--- config.mk ---
export PLATFORM = sky130hd
export DESIGN_NAME = seg7_scan_mux
export DESIGN_NICKNAME = d
export VERILOG_FILES = /design/src/rtl/seg7_pkg.sv /design/src/rtl/seg7_decoder.sv /design/src/rtl/seg7_scan_mux.sv
export SDC_FILE = /design/constraint.sdc
export NUM_CORES = 1
export LEC_CHECK = 0
export BUFFER_PORTS_ARGS = -buffer_cell sky130_fd_sc_hd__buf_4
export CAP_MARGIN = 10
export CORE_ASPECT_RATIO = 1.1
export CORE_MARGIN = 2
export CORE_UTILIZATION = 30
export CTS_CLUSTER_SIZE = 30
export DETAILED_ROUTE_END_ITERATION = 16
export GPL_TIMING_DRIVEN = 0
export HOLD_SLACK_MARGIN = 0.05
export PLACE_DENSITY = 0.54
export SLEW_MARGIN = 10
export SYNTH_ARGS = -nofsm -noshare
export SYNTH_HDL_FRONTEND = slang
export SYNTH_SLANG_ARGS = --single-unit
--- constraint.sdc ---
create_clock -name CLK -period 10.2 [get_ports CLK]
set_input_delay 0.51 -clock CLK [delete_from_list [all_inputs] [get_ports CLK]]
set_output_delay 0.51 -clock CLK [all_outputs]
set_load 0.005 [all_outputs]
--- src/rtl/seg7_pkg.sv ---
// seg7_pkg
// Shared definitions for the multiplexed 7-segment scan driver:
//   - scan_state_t : scan FSM states (IDLE, SHOW, BLANK)
//   - SEG_OFF      : all segments dark (active-low)
//   - HEX_SEG_TABLE: hex digit 0-F to segment byte {DP,G,F,E,D,C,B,A},
//                    active-low, DP bit held off (1). Entry n sits at [n].
package seg7_pkg;

    typedef enum logic [1:0] {
        IDLE  = 2'd0,
        SHOW  = 2'd1,
        BLANK = 2'd2
    } scan_state_t;

    localparam logic [7:0] SEG_OFF = 8'hFF;

    localparam logic [15:0][7:0] HEX_SEG_TABLE = {
        8'h8E, 8'h86, 8'hA1, 8'hC6,   // F E d C
        8'h83, 8'h88, 8'h90, 8'h80,   // b A 9 8
        8'hF8, 8'h82, 8'h92, 8'h99,   // 7 6 5 4
        8'hB0, 8'hA4, 8'hF9, 8'hC0    // 3 2 1 0
    };

endpackage

--- src/rtl/seg7_decoder.sv ---
// seg7_decoder
// Combinational hex-nibble to 7-segment decoder.
// Ports:
//   nibble in  4  hex value to display
//   dot    in  1  decimal point, active-high
//   seg    out 8  segments, active-low, {DP,G,F,E,D,C,B,A}
module seg7_decoder
    import seg7_pkg::*;
(
    input  logic [3:0] nibble,
    input  logic       dot,
    output logic [7:0] seg
);

    always_comb begin
        seg = {~dot, HEX_SEG_TABLE[nibble][6:0]};
    end

endmodule

--- src/rtl/seg7_scan_mux.sv ---
// seg7_scan_mux
// Multiplexed 7-segment display driver. SCAN_CLK (a slow square wave from
// the clock divider) is synchronised and edge-detected into scan_tick; each
// tick moves the display from one digit to an all-off blanking gap of
// BLANK_CYCLES clocks and then on to the next digit. Display data is double
// buffered: LOAD fills a pending buffer which is copied to the display buffer
// only when the scan wraps from the last digit back to digit 0.
//
// Optional build macro LEADING_ZERO_BLANK_EN: when defined, zero digits with
// only zeros above them are shown dark (DP still honoured); digit 0 is never
// suppressed. When undefined every digit is decoded normally.
//
// Ports:
//   CLK           in  1             system clock
//   RESET         in  1             asynchronous reset, active-low
//   SCAN_CLK      in  1             scan-rate square wave (sampled as data)
//   DIGITS_IN     in  4*NUM_DIGITS  hex nibbles, digit 0 in [3:0]
//   DOTS_IN       in  NUM_DIGITS    decimal points, active-high
//   LOAD          in  1             one-cycle strobe capturing DIGITS_IN/DOTS_IN
//   DIGIT_SEL_OUT out NUM_DIGITS    anode enables, active-low
//   SEG_OUT       out 8             segments, active-low, {DP,G,F,E,D,C,B,A}
module seg7_scan_mux
    import seg7_pkg::*;
#(
    parameter int NUM_DIGITS   = 4,
    parameter int BLANK_CYCLES = 16,
    parameter int SYNC_STAGES  = 2
) (
    input  logic                    CLK,
    input  logic                    RESET,
    input  logic                    SCAN_CLK,
    input  logic [4*NUM_DIGITS-1:0] DIGITS_IN,
    input  logic [NUM_DIGITS-1:0]   DOTS_IN,
    input  logic                    LOAD,
    output logic [NUM_DIGITS-1:0]   DIGIT_SEL_OUT,
    output logic [7:0]              SEG_OUT
);

    localparam int IDX_W = (NUM_DIGITS > 1) ? $clog2(NUM_DIGITS) : 1;
    localparam int CNT_W = (BLANK_CYCLES > 1) ? $clog2(BLANK_CYCLES) : 1;
    localparam logic [IDX_W-1:0] LAST_IDX   = IDX_W'(NUM_DIGITS - 1);
    localparam logic [CNT_W-1:0] BLANK_LOAD = CNT_W'(BLANK_CYCLES - 1);

    // Synchroniser and rising-edge detect
    logic [SYNC_STAGES-1:0] sync_reg;
    logic                   sync_last_reg;
    logic                   scan_tick;

    // Scan FSM state
    scan_state_t            state_reg,     state_next;
    logic [IDX_W-1:0]       index_reg,     index_next;
    logic [CNT_W-1:0]       blank_cnt_reg, blank_cnt_next;
    logic                   frame_wrap;

    // Display and pending buffers
    logic [NUM_DIGITS-1:0][3:0] disp_nib_reg,  disp_nib_next;
    logic [NUM_DIGITS-1:0]      disp_dot_reg,  disp_dot_next;
    logic [NUM_DIGITS-1:0][3:0] pend_nib_reg,  pend_nib_next;
    logic [NUM_DIGITS-1:0]      pend_dot_reg,  pend_dot_next;
    logic                       pend_valid_reg, pend_valid_next;

    // Registered outputs
    logic [NUM_DIGITS-1:0] sel_reg, sel_next;
    logic [7:0]            seg_reg, seg_next;

    logic [3:0] show_nib;
    logic       show_dot;
    logic [7:0] dec_seg;
    logic       suppress;

    always_ff @(posedge CLK or negedge RESET) begin
        if (!RESET) begin
            sync_reg      <= '0;
            sync_last_reg <= 1'b0;
        end else begin
            sync_reg      <= {sync_reg[SYNC_STAGES-2:0], SCAN_CLK};
            sync_last_reg <= sync_reg[SYNC_STAGES-1];
        end
    end

    assign scan_tick = sync_reg[SYNC_STAGES-1] & ~sync_last_reg;

    // Next-state logic. The buffer transfer happens on the same edge that
    // takes the index from the last digit back to 0; a LOAD on that edge is
    // applied after the transfer so it lands in pending for the next frame.
    always_comb begin
        state_next      = state_reg;
        index_next      = index_reg;
        blank_cnt_next  = blank_cnt_reg;
        frame_wrap      = 1'b0;
        disp_nib_next   = disp_nib_reg;
        disp_dot_next   = disp_dot_reg;
        pend_nib_next   = pend_nib_reg;
        pend_dot_next   = pend_dot_reg;
        pend_valid_next = pend_valid_reg;

        unique case (state_reg)
            IDLE: begin
                if (scan_tick) begin
                    state_next = SHOW;
                    index_next = '0;
                end
            end
            SHOW: begin
                if (scan_tick) begin
                    state_next     = BLANK;
                    blank_cnt_next = BLANK_LOAD;
                end
            end
            BLANK: begin
                // scan_tick is deliberately ignored here
                if (blank_cnt_reg == '0) begin
                    state_next = SHOW;
                    if (index_reg == LAST_IDX) begin
                        index_next = '0;
                        frame_wrap = 1'b1;
                    end else begin
                        index_next = index_reg + 1'b1;
                    end
                end else begin
                    blank_cnt_next = blank_cnt_reg - 1'b1;
                end
            end
            default: begin
                state_next = IDLE;
            end
        endcase

        if (frame_wrap && pend_valid_reg) begin
            disp_nib_next   = pend_nib_reg;
            disp_dot_next   = pend_dot_reg;
            pend_valid_next = 1'b0;
        end

        if (LOAD) begin
            pend_nib_next   = DIGITS_IN;
            pend_dot_next   = DOTS_IN;
            pend_valid_next = 1'b1;
        end
    end

    // Outputs are decoded from the next state so they switch on the same
    // edge as the FSM, including the freshly transferred frame at a wrap.
    assign show_nib = disp_nib_next[index_next];
    assign show_dot = disp_dot_next[index_next];

    seg7_decoder u_decoder (
        .nibble (show_nib),
        .dot    (show_dot),
        .seg    (dec_seg)
    );

`ifdef LEADING_ZERO_BLANK_EN
    // lead_zero[gi]: digit gi and every digit above it are zero
    logic [NUM_DIGITS-1:0] lead_zero;
    genvar gi;
    generate
        for (gi = 0; gi < NUM_DIGITS; gi++) begin : g_lead_zero
            if (gi == 0) begin : g_units
                assign lead_zero[gi] = 1'b0;
            end else begin : g_upper
                assign lead_zero[gi] = (disp_nib_next[NUM_DIGITS-1:gi] == '0);
            end
        end
    endgenerate
    assign suppress = lead_zero[index_next];
`else
    assign suppress = 1'b0;
`endif

    always_comb begin
        sel_next = '1;
        seg_next = SEG_OFF;
        if (state_next == SHOW) begin
            sel_next = ~(NUM_DIGITS'(1) << index_next);
            seg_next = suppress ? {dec_seg[7], SEG_OFF[6:0]} : dec_seg;
        end
    end

    always_ff @(posedge CLK or negedge RESET) begin
        if (!RESET) begin
            state_reg      <= IDLE;
            index_reg      <= '0;
            blank_cnt_reg  <= '0;
            disp_nib_reg   <= '0;
            disp_dot_reg   <= '0;
            pend_nib_reg   <= '0;
            pend_dot_reg   <= '0;
            pend_valid_reg <= 1'b0;
            sel_reg        <= '1;
            seg_reg        <= SEG_OFF;
        end else begin
            state_reg      <= state_next;
            index_reg      <= index_next;
            blank_cnt_reg  <= blank_cnt_next;
            disp_nib_reg   <= disp_nib_next;
            disp_dot_reg   <= disp_dot_next;
            pend_nib_reg   <= pend_nib_next;
            pend_dot_reg   <= pend_dot_next;
            pend_valid_reg <= pend_valid_next;
            sel_reg        <= sel_next;
            seg_reg        <= seg_next;
        end
    end

    assign DIGIT_SEL_OUT = sel_reg;
    assign SEG_OUT       = seg_reg;

endmodule

==> run metrics, run 1 <==
worst-margin pin slew=0.803 ns; Max FO, Critical Path=10; Worst Hold Class=input port to async pin; WL/cell=13.8 um; area share of the largest cell type after synthesis=0.458; met2 Use GR=0.181; std cell rows=37; # diodes=0; pre-CTS WS=6.36 ns; Syn Std Cell Area=0.00284 mm^2; io pins=36; initial antenna violation count=0; Setup Buffers After CTS=0; syn avg cell area=13.5 um^2; Crit. End Element=flop; fraction of layout cells with a size suffix above 1=0.443; RSZ-0062 raised after global routing=false; most frequent cell after synthesis=dfrtp_1; placed cell count=363; CTS Buffer Depth=2; hold slack=0.257 ns; final std cells w/o fill=379; Min Clock Period, post-route=3.82 ns; chip width=96.8 um; cell area after layout=0.00343 mm^2; Nets=289; switching share of power=0.267; kind of critical path=flop to flop; CTS tree=yes; worst r2r src=blank_cnt_reg[0]; beginning of the critical path=blank_cnt_reg[0]; Die Area=0.0103 mm^2; Inserted Clock Buffers=9; number of synthesized flops with an enable pin=0; Starting Density=0.306; Port Buf Inserts=35; met3 GRT Util=0.0375; Clk pwr share=0.315; Lkg Pwr=1.63 nW; number of warnings issued by yosys=0; synth cell count leaders=dfrtp_1 (52), mux2_2 (43), nand2_1 (14); sequential area share after synthesis=0.568; max cap viols=0; Syn Nets=243; Fin. Hold Viols=0; First DRT Iteration DRCs=107; total core area=0.00931 mm^2; Max Slew Vio Count=0; Synth Instances=211; endpoints failing setup=0; total gr overflow=0; number of gates resized after cts=0; Routed Antenna Nets=0; Flop pwr share=0.506; met1 usage=0.133; switching pwr=0.164 mW; cell accounting for the most synthesized area=dfrtp_1; Synth cell types=41; first-pass GRT wire length=8900 um; vias per cell=4.60; Main synth FF type=dfrtp_1; Layout area overhead=20.6%; gr usage total=0.112; final core utilization=0.369; required time worst endpoint=10.45 ns; Worst setup SP type=flop; register bit count reported by yosys=64; outcome=complete, no violations; # clock sinks=64; Fmax=262 MHz; asr flop ratio synth=1.00; Logic pwr share=0.179; post-place instance area=0.00325 mm^2; internal power=0.448 mW; 1st-pass router iterations=4; clk root buf=clkbuf_8; P per Cell Area=178 mW/mm^2; H-tree depth=3; Synth area leaders=dfrtp_1 (46%), mux2_2 (17%), dfstp_2 (11%); CP Data Arrival Time=4.07 ns; drt drc=0; Max VDD drop=0.0688 mV; Worst-path clk slew=0.07 ns; hold_buf cts=0; clk_lat worst skew=0.34 ns; vias in the first global route=1844; period utilisation layout=0.375; Worst Skew=0.0128 ns; routed via count=1745; routability cong.=0.773; Final WS setup=6.38 ns; GR peak layer=met2; Design Power=0.612 mW; Max-Slew Margin vs Limit=0.464; die height=106 um; largest net degree at the start of global routing=65; Routed Wire Length=5240 um; Total Neg Setup Slack=0 ns; HPWL after DPL=3580 um
-- logic make-up after synthesis --
group                    count (synthesis)  share of synthesized area
AO/OA/AOI/OAI                           22                     0.0563
XOR/XNOR                                 1                    0.00308
adder cells (fa/ha/maj)                  8                     0.0352
buffers and inverters                   19                     0.0321
flip-flops                              64                      0.568
multiplexers                            58                      0.231
AND/OR/NAND/NOR                         39                     0.0735
-- area by class of cell --
| type | count | area (um^2) |
|---|---|---|
| Buffer | 8 | 50.0 |
| Fill cell | 901 | 5880 |
| Clock inverter | 3 | 17.5 |
| Timing Repair Buffer | 35 | 263 |
| Clock buffer | 13 | 159 |
| Inverter | 11 | 41.3 |
| Sequential cell | 64 | 1620 |
| Tap cell | 117 | 146 |
| Multi-Input combinational cell | 128 | 1140 |
-- worst max-delay path, cell delays in order, from the launching register on --
cell and delay (ns):
dfrtp_1 0.41, inv_1 0.07, ha_1 0.18, or3b_4 0.42, and3_4 0.20, a211oi_4 0.37
buf_6 0.22, mux2_2 0.34, mux2i_1 0.53, inv_1 0.15, ha_1 0.28, mux4_2 0.46
inv_1 0.06, nand2_1 0.05
-- placed cells by master, fill, tap and decap left out, types with 2 or more instances in the layout --
master    instances
a21o_1            2
a21oi_1           4
and2_1            3
buf_4            36
buf_6             2
clkbuf_1          6
clkbuf_8         11
clkinv_2          2
dfrtp_1          52
dfstp_2          12
ha_1              8
inv_1            10
mux2_1            2
mux2_2           43
mux2i_1          10
nand2_1          14
nor2_1            8
nor2b_1           3
o211ai_1          2
o21ai_0           4
o221ai_1          4
or2_1             2
-- per-layer routing --
metal,vias up,part of all wire
li1,833,-
met1,863,0.46
met2,35,0.48
met3,14,0.031
met4,0,0.029
met5,-,0
-- power groups by stage --
stage	Sequential [mW]	Clock (mW)	Combinational, mW
final	0.310	0.193	0.109
after global routing	0.314	0.214	0.125
after CTS	0.311	0.203	0.112
after detailed placement	0.315	0	0.109
after global placement	0.314	0	0.108
after floorplan	0.312	0	0.0626
-- final timing paths --
path                                     to  slack (ns)  cells past startpoint
max                              SEG_OUT[3]        6.38                     13
min                        pend_nib_reg[13]        0.26                      1
max reg2reg                      SEG_OUT[3]        6.38                     13
min reg2reg                     sync_reg[1]        0.35                      0
max in group asynchronous  pend_nib_reg[14]        9.42                      1
min in group CLK                sync_reg[0]        0.28                      1
No activity file was read; power rests on OpenSTA's default activity.
==> run 2: changes to the inputs <==
--- a/config.mk
+++ b/config.mk
@@ -5,6 +5,7 @@
 export SDC_FILE = /design/constraint.sdc
 export NUM_CORES = 1
 export LEC_CHECK = 0
+export ABC_AREA = 1
 export BUFFER_PORTS_ARGS = -buffer_cell sky130_fd_sc_hd__buf_4
 export CAP_MARGIN = 10
 export CORE_ASPECT_RATIO = 1.1
@@ -14,7 +15,7 @@
 export DETAILED_ROUTE_END_ITERATION = 16
 export GPL_TIMING_DRIVEN = 0
 export HOLD_SLACK_MARGIN = 0.05
-export PLACE_DENSITY = 0.54
+export PLACE_DENSITY = 0.55
 export SLEW_MARGIN = 10
 export SYNTH_ARGS = -nofsm -noshare
 export SYNTH_HDL_FRONTEND = slang
==> constraint.sdc (replaced) <==
create_clock -name CLK -period 3.1 [get_ports CLK]
set_input_delay 0.155 -clock CLK [delete_from_list [all_inputs] [get_ports CLK]]
set_output_delay 0.155 -clock CLK [all_outputs]
set_load 0.005 [all_outputs]
==> run metrics, run 2 <==
Min Clock Period, post-route=2.58 ns (was 3.82 ns); First DRT Iteration DRCs=79 (was 107); # diodes=0 (unchanged); CTS Buffer Depth=2 (unchanged); asr flop ratio synth=1.00 (unchanged); Worst R2R Path Depth=16 (was 13); worst-margin pin slew=0.787 ns (was 0.803 ns); Starting Density=0.306 (about the same); Syn Std Cell Area=0.00317 mm^2 (was 0.00284 mm^2); required time worst endpoint=3.34 ns (was 10.45 ns); Reg-to-Reg End=SEG_OUT[3] (unchanged); WL/cell=11.1 um (was 13.8 um); clk root buf=clkbuf_16 (was clkbuf_8); Max VDD drop=0.445 mV (was 0.0688 mV); endpoints failing setup=0 (unchanged); Worst setup SP type=flop (unchanged); drt drc=0 (unchanged); Die Area=0.0114 mm^2 (was 0.0103 mm^2); most frequent cell after synthesis=nand2_1 (was dfrtp_1); Worst Skew=0.00608 ns (was 0.0128 ns); min-delay src=DIGITS_IN[3]; clk_lat worst skew=0.33 ns (was 0.34 ns); Inserted Clock Buffers=9 (unchanged); cell accounting for the most synthesized area=dfrtp_1 (unchanged); FF-to-FF setup slack=0.52 ns (was 6.38 ns); chip width=102 um (was 96.8 um); 1st-pass router iterations=4 (unchanged); gr usage total=0.129 (was 0.112); most frequent cells in the layout=nand2_1 (145), dfrtp_1 (52), inv_1 (40), buf_4 (36), nand3_1 (34) (was dfrtp_1 (52), mux2_2 (43), buf_4 (36), nand2_1 (14), dfstp_2 (12)); synth cell count leaders=nand2_1 (145), dfrtp_1 (52), inv_1 (40) (was dfrtp_1 (52), mux2_2 (43), nand2_1 (14)); Lkg Pwr=2.09 nW (was 1.63 nW); CTS tree=yes (unchanged); std cell rows=39 (was 37); Setup Buffers After CTS=0 (unchanged); vias per cell=4.34 (was 4.60); number of synthesized flops with an enable pin=0 (unchanged); outcome=complete, no violations (unchanged); routed via count=2602 (was 1745); max cap viols=0 (unchanged); Routed Antenna Nets=0 (unchanged); largest net degree at the start of global routing=65 (unchanged); Max FO, Critical Path=6 (was 10); io pins=36 (unchanged); RSZ-0062 raised after global routing=false (unchanged); fraction of layout cells with a size suffix above 1=0.217 (was 0.443); sequential area share after synthesis=0.510 (was 0.568); number of warnings issued by yosys=0 (unchanged); H-tree depth=3 (unchanged); post-place instance area=0.00360 mm^2 (was 0.00325 mm^2); total gr overflow=0 (unchanged); first-pass GRT wire length=11600 um (was 8900 um); die height=112 um (was 106 um); Syn Nets=418 (was 243); HPWL after DPL=4740 um (was 3580 um); Max-Slew Margin vs Limit=0.475 (was 0.464); worst hold path depth=3; Nets=484 (was 289); vias in the first global route=2539 (was 1844); hold slack=0.0448 ns (was 0.257 ns); syn avg cell area=8.21 um^2 (was 13.5 um^2); Fin. Hold Viols=0 (unchanged); routability cong.=0.828 (was 0.773); kind of critical path=flop to flop (unchanged); Synth cell types=26 (was 41); Synth area leaders=dfrtp_1 (41%), nand2_1 (17%), dfstp_2 (9.9%) (was dfrtp_1 (46%), mux2_2 (17%), dfstp_2 (11%)); Port Buf Inserts=34 (was 35); total core area=0.0103 mm^2 (was 0.00931 mm^2); Main synth FF type=dfrtp_1 (unchanged); initial antenna violation count=0 (unchanged); cell area after layout=0.00410 mm^2 (was 0.00343 mm^2); hold path endpoint=pend_nib_reg[3]; Routed Wire Length=6660 um (was 5240 um); Max Slew Vio Count=0 (unchanged); Crit. End Element=flop (unchanged); period utilisation layout=0.831 (was 0.375); Worst-path clk slew=0.05 ns (was 0.07 ns); Synth Instances=386 (was 211); Layout area overhead=29.4% (was 20.6%); register bit count reported by yosys=64 (unchanged); Total Neg Setup Slack=0 ns (unchanged); Worst Hold Class=input port to flop (was input port to async pin); area share of the largest cell type after synthesis=0.411 (was 0.458); commonest non-fill, non-tap cell in the layout=nand2_1 (was dfrtp_1); # clock sinks=64 (unchanged); worst r2r src=blank_cnt_reg[0] (unchanged); CP Data Arrival Time=2.82 ns (was 4.07 ns); Fmax=388 MHz (was 262 MHz); P per Cell Area=683 mW/mm^2 (was 178 mW/mm^2)
[run 2: area by class of cell]
class | count | area, um^2
Buffer | 11 | 80.1
Clock buffer | 14 | 274
Clock inverter | 2 | 12.5
Fill cell | 1095 | 6240
Inverter | 42 | 158
Multi-Input combinational cell | 269 | 1320
Sequential cell | 64 | 1620
Tap cell | 143 | 179
Timing Repair Buffer | 55 | 465
[run 2: worst max-delay path, cell delays in order, from the launching register on]
cell and delay (ns):
dfrtp_1 0.35, inv_1 0.10, ha_1 0.27, nand2_1 0.13, nor2_1 0.17, nand2_1 0.07
nand2_1 0.06, nand2_1 0.10, nor2_1 0.36, nand2_1 0.11, nand2_2 0.11, nor2_4 0.06
ha_1 0.23, inv_1 0.10, nand3_1 0.09, nand3_1 0.09, nand3_1 0.08
[run 2: timing repair]
| item | CTS | global route |
|---|---|---|
| gates resized for setup | 0 | 0 |
| hold buffers | 21 | 0 |
| hold endpoints to repair | 72 | 0 |
| endpoints found under the setup margin | 0 | 0 |
[run 2: how the worst max path moves through the flow]
stage / startpoint / end / slack (ns) / depth (start not counted)
6_report: blank_cnt_reg[0] / SEG_OUT[3] / 0.52 / 16
5_1_grt: blank_cnt_reg[0] / SEG_OUT[3] / 0.21 / 16
4_1_cts: blank_cnt_reg[0] / SEG_OUT[3] / 0.52 / 16
3_5_place_dp: blank_cnt_reg[0] / SEG_OUT[3] / 0.54 / 16
3_3_place_gp: blank_cnt_reg[0] / SEG_OUT[3] / 0.56 / 16
2_1_floorplan: blank_cnt_reg[0] / SEG_OUT[0] / 0.89 / 17
[run 2: cell families (layout without fill, tap and decap cells)]
family                   after synthesis  count (layout)  share of synthesized area
buffers and inverters                 53             124                     0.0750
AND/OR/NAND/NOR                      226             226                      0.319
AO/OA/AOI/OAI                         35              35                     0.0644
flip-flops                            64              64                      0.510
adder cells (fa/ha/maj)                8               8                     0.0316
[run 2: power by group]
| group | leakage [nW] | switching (mW) | total [mW] | internal, mW |
|---|---|---|---|---|
| Combinational | 1.17 | 0.487 | 0.777 | 0.290 |
| Sequential | 0.784 | 0.0604 | 1.07 | 1.01 |
| Clock | 0.139 | 0.349 | 0.955 | 0.605 |
| Total | 2.09 | 0.897 | 2.80 | 1.90 |
[run 2: through the flow]
stage / std cells / setup WS, ns / utilization / power (mW)
detailed placement: 563 / 0.538 / 0.348 / 1.85
global placement: 563 / 0.558 / 0.348 / 1.84
CTS: 600 / 0.518 / 0.396 / 2.84
floorplan: 386 / 0.893 / - / 1.58
finish: 600 / 0.525 / 0.396 / 2.80
global route: 600 / 0.206 / 0.396 / 2.97
[run 2: layer usage]
layer / track usage / part of all wire / vias to the layer above
li1: - / - / 1338
met1: 0.158 / 0.45 / 1207
met2: 0.215 / 0.49 / 46
met3: 0.0276 / 0.041 / 11
met4: 0.0578 / 0.020 / 0
met5: 0 / 0 / -
==> run 3: changes to the inputs <==
--- a/config.mk
+++ b/config.mk
@@ -15,7 +15,7 @@
 export DETAILED_ROUTE_END_ITERATION = 16
 export GPL_TIMING_DRIVEN = 0
 export HOLD_SLACK_MARGIN = 0.05
-export PLACE_DENSITY = 0.55
+export PLACE_DENSITY = 0.54
 export SLEW_MARGIN = 10
 export SYNTH_ARGS = -nofsm -noshare
 export SYNTH_HDL_FRONTEND = slang
==> constraint.sdc (replaced) <==
create_clock -name CLK -period 2.41 [get_ports CLK]
set_input_delay 0.1205 -clock CLK [delete_from_list [all_inputs] [get_ports CLK]]
set_output_delay 0.1205 -clock CLK [all_outputs]
set_load 0.005 [all_outputs]
==> run metrics, run 3 (synthesized netlist as in run 2, its figures left out) <==
drt drc=0 (unchanged); hold slack=0.168 ns (was 0.0448 ns); RSZ-0062 raised after global routing=true (was false); Layout area overhead=44.5% (was 29.4%); 1st-pass router iterations=5 (was 4); period utilisation layout=0.965 (was 0.831); Max-Slew Margin vs Limit=0.466 (was 0.475); Fin. Hold Viols=0 (unchanged); CP Data Arrival Time=2.59 ns (was 2.82 ns); CTS Buffer Depth=2 (unchanged); CP dominant cell by count=nand2_2 (was nand2_1); routability cong.=0.847 (was 0.828); Worst Hold Class=input port to flop (unchanged); Nets=513 (was 484); routed via count=2755 (was 2602); outcome=complete, no violations (unchanged); first-pass GRT wire length=12200 um (was 11600 um); GR peak layer=met2 (unchanged); Fmax=430 MHz (was 388 MHz); Routed Antenna Nets=0 (unchanged); die height=112 um (unchanged); Slowest-stage cell, CP=dfrtp_1 (was nor2_1); Min Clock Period, post-route=2.33 ns (was 2.58 ns); Logic pwr share=0.328 (was 0.277); met2 Use GR=0.226 (was 0.215); Clk pwr share=0.322 (was 0.341); largest net degree at the start of global routing=65 (unchanged); Worst setup SP type=flop (unchanged); io pins=36 (unchanged); endpoints failing setup=0 (unchanged); required time worst endpoint=2.67 ns (was 3.34 ns); Flop pwr share=0.350 (was 0.381); crit-path max cell delay=0.37 ns (was 0.36 ns); Port Buf Inserts=34 (unchanged); met3 GRT Util=0.0345 (was 0.0276); worst-margin pin slew=0.801 ns (was 0.787 ns); H-tree depth=3 (unchanged); vias in the first global route=2692 (was 2539); fraction of layout cells with a size suffix above 1=0.340 (was 0.217); placed cell count=563 (unchanged); switching pwr=1.31 mW (was 0.897 mW); worst-path cell chain=inv_2, ha_4, buf_6, nand2_4, nand2_4, buf_4, nand4_1, nand2_2, buf_6, nor2_1, nand2_2, nand2_2, nor2_4, ha_4, nand3_1, nand2_1, nand2_1, nand3_1 (was inv_1, ha_1, nand2_1, nor2_1, nand2_1, nand2_1, nand2_1, nor2_1, nand2_1, nand2_2, nor2_4, ha_1, inv_1, nand3_1, nand3_1, nand3_1); total gr overflow=0 (unchanged); initial antenna violation count=0 (unchanged); Routed Wire Length=7460 um (was 6660 um); clk root buf=clkbuf_16 (unchanged); P per Cell Area=863 mW/mm^2 (was 683 mW/mm^2); final std cells w/o fill=629 (was 600); most frequent cells in the layout=nand2_1 (133), buf_4 (59), dfrtp_1 (52), inv_1 (35), nand3_1 (29) (was nand2_1 (145), dfrtp_1 (52), inv_1 (40), buf_4 (36), nand3_1 (34)); clk_lat worst skew=0.33 ns (about the same); std cell rows=39 (unchanged); # diodes=0 (unchanged); switching share of power=0.331 (was 0.320); chip width=102 um (unchanged); Max VDD drop=0.387 mV (was 0.445 mV); internal power=2.64 mW (was 1.90 mW); gr usage total=0.137 (was 0.129); vias per cell=4.38 (was 4.34); Crit. End Element=flop (unchanged); Worst-path clk slew=0.06 ns (was 0.05 ns); Worst Skew=0.00959 ns (was 0.00608 ns); Inserted Clock Buffers=9 (unchanged); Die Area=0.0114 mm^2 (unchanged); # clock sinks=64 (unchanged); total core area=0.0103 mm^2 (unchanged); HPWL after DPL=4840 um (was 4740 um); Starting Density=0.306 (unchanged); commonest non-fill, non-tap cell in the layout=nand2_1 (unchanged); CTS tree=yes (unchanged); First DRT Iteration DRCs=139 (was 79); kind of critical path=flop to flop (unchanged); Lkg Pwr=2.29 nW (was 2.09 nW); met1 usage=0.164 (was 0.158); Max Slew Vio Count=0 (unchanged); Max FO, Critical Path=6 (unchanged); max cap viols=0 (unchanged); WL/cell=11.9 um (was 11.1 um)
-- run 3: layer usage --
| metal | part of all wire | up-vias |
|---|---|---|
| met1 | 0.44 | 1303 |
| met5 | 0 | - |
| li1 | - | 1401 |
| met3 | 0.031 | 8 |
| met2 | 0.51 | 43 |
| met4 | 0.016 | 0 |
-- run 3: path summary, 6_finish.rpt --
kind | from | endpoint | slack, ns | cells past startpoint
min in group asynchronous | RESET | sync_last_reg | 0.42 | 2
max reg2reg | blank_cnt_reg[1] | SEG_OUT[3] | 0.08 | 18
min reg2reg | sync_reg[0] | sync_reg[1] | 0.35 | 0
max in group asynchronous | RESET | disp_nib_reg[13] | 1.45 | 2
max | blank_cnt_reg[1] | SEG_OUT[3] | 0.08 | 18
min | LOAD | pend_dot_reg[1] | 0.17 | 2
-- run 3: power groups by stage --
stage / Combinational [mW] / Sequential (mW) / Clock [mW]
after global routing: 1.44 / 1.40 / 1.36
after CTS: 1.07 / 1.38 / 1.32
after detailed placement: 0.993 / 1.39 / 0
after floorplan: 0.639 / 1.39 / 0
after global placement: 0.970 / 1.39 / 0
final: 1.30 / 1.38 / 1.27
-- run 3: repair_timing --
item,4_1_cts,5_1_grt
resized for setup,8,53
cloned,0,1
pin swaps,2,14
buffers inserted,3,24
hold buffers,22,0
endpoints found under the hold margin,73,0
setup endpoints to repair,7,7
-- run 3: metrics by stage --
step / TNS, ns / setup slack [ns] / total power [mW] / cell area, um^2 / utilization
2_1_floorplan: 0 / 0.203 / 2.03 / 3170 / -
3_3_place_gp: -0.623 / -0.135 / 2.36 / 3600 / 0.348
3_5_place_dp: -0.702 / -0.138 / 2.39 / 3600 / 0.348
4_1_cts: 0 / 0.000558 / 3.77 / 4170 / 0.403
5_1_grt: -0.355 / -0.0800 / 4.21 / 4580 / 0.443
6_report: 0 / 0.0836 / 3.95 / 4580 / 0.443
-- run 3: layout make-up --
class                   count  area [um^2]
clock inverters             7         72.6
inverters                  42          158
well taps                 143          179
repair buffers             84          708
clock buffers               9          225
fillers                  1007         5760
flip-flops and latches     64         1620
plain buffers              11         98.8
multi-input cells         269         1520
-- run 3: critical path: cells and delay by family (launching register included) --
family                     cells  cell delay [ns]
and+or+nand+nor               12             1.12
adders and majority gates      2             0.33
buffers and inverters          4             0.44
DFF                            1             0.37
